$ cat src/rtl/fcvt_arb_ctrl.sv
// Two-requester round-robin front end for a shared combinational float-to-int converter.
// Latency: grant edge -> EXEC -> RESP (3 cycles/op); resp holds until resp_ready, no grants meanwhile.
module fcvt_arb_ctrl #(
  parameter int BUS_WIDTH = 64,
  parameter int TAG_W     = 4
) (
  input  logic                 clk,
  input  logic                 rst,
  input  logic                 req0_valid,
  output logic                 req0_ready,
  input  logic [BUS_WIDTH-1:0] req0_data,
  input  logic [TAG_W-1:0]     req0_tag,
  input  logic                 req1_valid,
  output logic                 req1_ready,
  input  logic [BUS_WIDTH-1:0] req1_data,
  input  logic [TAG_W-1:0]     req1_tag,
  output logic [BUS_WIDTH-1:0] cvt_in,
  input  logic [BUS_WIDTH-1:0] cvt_out,
  output logic                 resp_valid,
  input  logic                 resp_ready,
  output logic [BUS_WIDTH-1:0] resp_data,
  output logic                 resp_id,
  output logic [TAG_W-1:0]     resp_tag,
  output logic                 resp_nv
);

  localparam int MANT = (BUS_WIDTH == 64) ? 52 : 23;

  typedef enum logic [1:0] {IDLE, EXEC, RESP} state_t;

  typedef struct packed {
    logic                 id;
    logic [TAG_W-1:0]     tag;
    logic [BUS_WIDTH-1:0] data;
  } op_t;

  state_t state, state_nxt;
  op_t    op_q, op_sel;
  logic   last_grant;
  logic   grant_any;
  logic   grant_sel;
  logic   accept;

  // Contention goes to the requester not served last; a lone requester always wins.
  always_comb begin
    grant_any = req0_valid | req1_valid;
    grant_sel = (req0_valid && req1_valid) ? ~last_grant : req1_valid;
    op_sel.id   = grant_sel;
    op_sel.tag  = grant_sel ? req1_tag  : req0_tag;
    op_sel.data = grant_sel ? req1_data : req0_data;
  end

  always_ff @(posedge clk or posedge rst) begin
    if (rst) begin
      state <= IDLE;
    end else begin
      state <= state_nxt;
    end
  end

  // rst gates ready so no grant is visible while reset is still asserted.
  always_comb begin
    state_nxt  = state;
    req0_ready = 1'b0;
    req1_ready = 1'b0;
    accept     = 1'b0;
    case (state)
      IDLE: begin
        if (grant_any && !rst) begin
          accept     = 1'b1;
          req0_ready = ~grant_sel;
          req1_ready = grant_sel;
          state_nxt  = EXEC;
        end
      end
      EXEC: state_nxt = RESP;
      RESP: begin
        if (resp_ready) begin
          state_nxt = IDLE;
        end
      end
      default: state_nxt = IDLE;
    endcase
  end

  always_ff @(posedge clk or posedge rst) begin
    if (rst) begin
      last_grant <= 1'b1;
      op_q       <= '0;
      resp_data  <= '0;
      resp_id    <= 1'b0;
      resp_tag   <= '0;
      resp_nv    <= 1'b0;
    end else begin
      if (accept) begin
        last_grant <= grant_sel;
        op_q       <= op_sel;
      end
      // Exponent all ones marks NaN or infinity regardless of the converter's saturation value.
      if (state == EXEC) begin
        resp_data <= cvt_out;
        resp_nv   <= &op_q.data[BUS_WIDTH-2:MANT];
        resp_id   <= op_q.id;
        resp_tag  <= op_q.tag;
      end
    end
  end

  assign cvt_in     = op_q.data;
  assign resp_valid = (state == RESP);

endmodule

$ cat config.mk
export PLATFORM = sky130hd
export DESIGN_NAME = fcvt_arb_ctrl
export DESIGN_NICKNAME = d
export VERILOG_FILES = /design/src/rtl/fcvt_arb_ctrl.sv
export SDC_FILE = /design/constraint.sdc
export NUM_CORES = 1
export LEC_CHECK = 0
export BUFFER_PORTS_ARGS = -buffer_cell sky130_fd_sc_hd__buf_2
export CORE_AREA = 2 2 131 133
export CTS_BUF_LIST = sky130_fd_sc_hd__clkbuf_8
export CTS_CLUSTER_SIZE = 12
export DETAILED_ROUTE_END_ITERATION = 6
export DIE_AREA = 0 0 133 135
export GPL_TIMING_DRIVEN = 0
export PLACE_DENSITY = 0.72
export SETUP_SLACK_MARGIN = 0.05
export SYNTH_ARGS = -nofsm -noshare
export SYNTH_HDL_FRONTEND = slang
export SYNTH_SLANG_ARGS = --single-unit
$ cat constraint.sdc
create_clock -name clk -period 8.6 [get_ports clk]
set_input_delay 1.72 -clock clk [delete_from_list [all_inputs] [get_ports clk]]
set_output_delay 1.72 -clock clk [all_outputs]
set_load 0.05 [all_outputs]
==> reports/qor_table.md <==
| Parameter | Reported |
| --- | --- |
| Status | completed |
| Final Max Tran Viols | 0 |
| Kind of capture point of the worst setup path | primary output |
| Final Wtd Congestion | 0.837 |
| Count of placed standard cells in the final layout, fillers left out | 1,141 |
| Synthesized area per cell | 12.0 um^2 |
| Crit Path Class | in2out |
| Max H-tree Level | 4 |
| Post-synth net total | 753 |
| Number of detailed-routing iterations run before antenna repair | 6 |
| Worst-case register-to-register setup slack | 6.69 ns |
| Int Pwr | 1.99 mW |
| Slew at the pin closest to its max-slew limit | 0.727 ns |
| Post-DR vias/cell | 4.92 |
| Number of fillers in the final layout | 1,458 |
| Crit-path max FO | 10 |
| Total negative slack | 0 ns |
| Post-route total power | 4.00 mW |
| Most frequently used flop master after synthesis | sky130_fd_sc_hd__dfrtp_1 |
| CTS tree | yes |
| Origin of the critical flop-to-flop path | state[1] |
| Worst-skew pair later-pin latency | 0.44 ns |
| Logic pwr share | 56.7% |
| DR top layer | met4 |
| Cell types with the largest area share after synthesis | sky130_fd_sc_hd__dfrtp_1 (54%), sky130_fd_sc_hd__mux2_2 (12%), sky130_fd_sc_hd__a221o_1 (10%) |
| Required time at the endpoint of the critical path | 6.88 ns |
| Setup repair after global routing missed its margin | no |
| Initial Util | 40.0% |
| Final hold violation count | 0 |
| Switching fraction of total power | 50.3% |
| Hold bufs inserted after CTS | 0 |
| Maximum number of pins on one net before global-route repair | 100 |
| Setup-failing EPs final | 0 |
| Placeable Area | 16,400 um^2 |
| Num CTS Buffers | 17 |
| Full die area | 18,000 um^2 |
| Multi-input gate area in the final layout | 2270 um^2 |
| Core Rows | 47 |
| Final #Nets | 1,113 |
| Post-detail-place hpwl | 15,200 um |
| Via count | 5,609 |
| Clock transition at the registers of the reported paths | 0.09 ns |
| Synth Instances | 548 |
| Die boundary height | 135 um |
| Avg WL per Cell | 17.6 um |
| Root cell of the clock tree | sky130_fd_sc_hd__clkbuf_8 |
| Capture point of the critical path | req0_ready |
| Min-Delay Path Class | reg2reg |
| WL met1 | 8350 um |
| Reg2reg path depth | 5 |
| Number of port buffers | 340 |
| Register area | 3550 um^2 |
| Kind of start point of the critical path | primary input |
| First-pass GRT wire length | 30,400 um |
| Overall fraction of global-route tracks in use | 22.2% |
| Warnings from Yosys | 0 |
| RR Endpoint | cvt_in[45] |
| Part of the Yosys area used for sequential elements | 54.1% |
| Part of the power in the clock network | 14.3% |
| VDD IR-drop max | 0.209 mV |
| Share of final-layout standard cells stronger than drive strength 1 | 60.0% |
| Routed wl met2 | 10,100 um |
| Number of antenna-violating nets in the routed design | 0 |
| Iter 0 DRT Violations | 218 |
| Maximum achievable frequency | 0.201 GHz |
| Flops & latches, synth | 142 |
| Worst setup startpoint | req0_valid |
| Worst-case clock buffer depth | 2 |
| Worst slew margin | 51.2% |
| Cell type with the largest total area after synthesis | sky130_fd_sc_hd__dfrtp_1 |
| Grt total ovfl | 0 |
| DRC violations left | 0 |
| Area growth from synthesis to final layout | 37.0% |
| Area share of the largest cell type after synthesis | 53.7% |
| Fin crit share | 57.8% |
| Post-synthesis async set-or-reset flop share | 100% |
| I/O pin count | 342 |
| Number of antenna violations at the first check in global routing | 1 |
| NetSw | 2.01 mW |
| Leakage dissipation | 4.58 nW |
| Sequential Power Share | 29.0% |
| Setup fix buffers added after clock tree synthesis | 0 |
| Aggregate routed wire length | 20,100 um |
| Min cycle time layout | 4.97 ns |
| Final Hold Slack | 0.491 ns |
| Netlist cell types | 23 |
| Post_cts resized | 0 |
| TritonCTS sink count | 142 |
| Worst setup skew after layout | 0.00870 ns |
| Critical path arrival | 3.25 ns |
| Die extent in x | 133 um |
| Maximum Capacitance Violations | 0 |
| PwrDens | 444 nW/um^2 |
| Placed cells | 1,109 |
| Number of synthesized flops with an enable pin | 0 |
| Vias in the first global route | 5,514 |
| Summed instance area of the synthesized netlist | 6570 um^2 |
| WL met3 | 1210 um |
## cell families after synthesis
family,after synthesis,share of synthesized area [%]
and+or+nand+nor,149,11.8
AOI/OAI and AO/OA,73,10.9
DFF,142,54.1
buffers and inverters,115,11.3
muxes,69,11.8
## state kept, by name (all words and copies together), names as in the netlist
signal and flops:
resp_nv 1, resp_tag 4, state 2, resp_id 1, op_q 5, cvt_in 64
last_grant 1, resp_data 64
## synth_stat cells, types with 2 or more instances
library cell and n:
sky130_fd_sc_hd__a221o_1 68, sky130_fd_sc_hd__buf_2 16, sky130_fd_sc_hd__buf_4 66, sky130_fd_sc_hd__buf_6 6, sky130_fd_sc_hd__clkbuf_1 23, sky130_fd_sc_hd__dfrtp_1 141, sky130_fd_sc_hd__inv_1 4, sky130_fd_sc_hd__mux2_2 69
sky130_fd_sc_hd__nand2_1 69, sky130_fd_sc_hd__nand2b_1 3, sky130_fd_sc_hd__nand3_1 2, sky130_fd_sc_hd__nand4_1 2, sky130_fd_sc_hd__nor3_1 48, sky130_fd_sc_hd__nor3_2 21, sky130_fd_sc_hd__o21a_1 2
## layer usage
layer	global-route usage, %	vias to the layer above
met2	38.6	222
met3	5.44	24
li1	-	2642
met5	0	-
met1	27.4	2721
met4	6.81	0
## placed cells by master (no fill, tap or decap), types with 2 or more instances in the layout
| master | count |
|---|---|
| sky130_fd_sc_hd__inv_1 | 3 |
| sky130_fd_sc_hd__mux2_2 | 69 |
| sky130_fd_sc_hd__a221o_1 | 68 |
| sky130_fd_sc_hd__nand4_1 | 2 |
| sky130_fd_sc_hd__clkinv_4 | 5 |
| sky130_fd_sc_hd__buf_4 | 66 |
| sky130_fd_sc_hd__nand2_1 | 69 |
| sky130_fd_sc_hd__clkbuf_1 | 23 |
| sky130_fd_sc_hd__clkbuf_8 | 17 |
| sky130_fd_sc_hd__dfrtp_1 | 141 |
| sky130_fd_sc_hd__buf_6 | 6 |
| sky130_fd_sc_hd__nor3_1 | 48 |
| sky130_fd_sc_hd__o21a_1 | 2 |
| sky130_fd_sc_hd__nor3_2 | 21 |
| sky130_fd_sc_hd__bufinv_16 | 3 |
| sky130_fd_sc_hd__buf_2 | 356 |
| sky130_fd_sc_hd__inv_8 | 2 |
| sky130_fd_sc_hd__nand3_1 | 2 |
| sky130_fd_sc_hd__inv_6 | 3 |
| sky130_fd_sc_hd__nand2b_1 | 3 |
## critical path, stage by stage
cell                       delay [ns]
sky130_fd_sc_hd__buf_2           0.20
sky130_fd_sc_hd__clkbuf_1        0.43
sky130_fd_sc_hd__buf_2           0.37
sky130_fd_sc_hd__nand3_1         0.17
sky130_fd_sc_hd__inv_1           0.08
sky130_fd_sc_hd__buf_2           0.27
## how the worst min path moves through the flow
stage	from	end	slack (ns)	cells past startpoint
floorplan	op_q[68]	op_q[68]	0.46	1
global placement	resp_nv	resp_nv	0.46	1
finish	resp_nv	resp_nv	0.49	1
global route	resp_nv	resp_nv	0.51	1
CTS	resp_data[42]	resp_data[42]	0.51	1
detailed placement	resp_nv	resp_nv	0.48	1
## stage by stage
stage | utilization, % | setup WS, ns | area, um^2
global placement | 52.1 | 1.38 | 8540
global route | 54.8 | 3.45 | 8990
detailed placement | 52.3 | 3.59 | 8570
floorplan | - | 3.07 | 6570
finish | 54.8 | 3.63 | 9000
CTS | 54.8 | 3.59 | 8990
## power groups by stage
stage | Combinational (mW) | Clock [mW] | Sequential, mW
global route | 2.36 | 0.622 | 1.19
global placement | 2.26 | 0 | 1.16
floorplan | 1.19 | 0 | 1.73
finish | 2.27 | 0.573 | 1.16
CTS | 2.29 | 0.590 | 1.16
detailed placement | 2.28 | 0 | 1.16
## area by class of cell
cell class	count	share of cell area [%]
Antenna cell	1	0.0278
Buffer	111	8.11
Clock buffer	17	2.60
Clock inverter	14	2.07
Inverter	4	0.223
Multi-Input combinational cell	291	25.2
Sequential cell	142	39.5
Tap cell	220	3.06
Timing Repair Buffer	341	19.2
No activity file was read; power rests on OpenSTA's default activity.
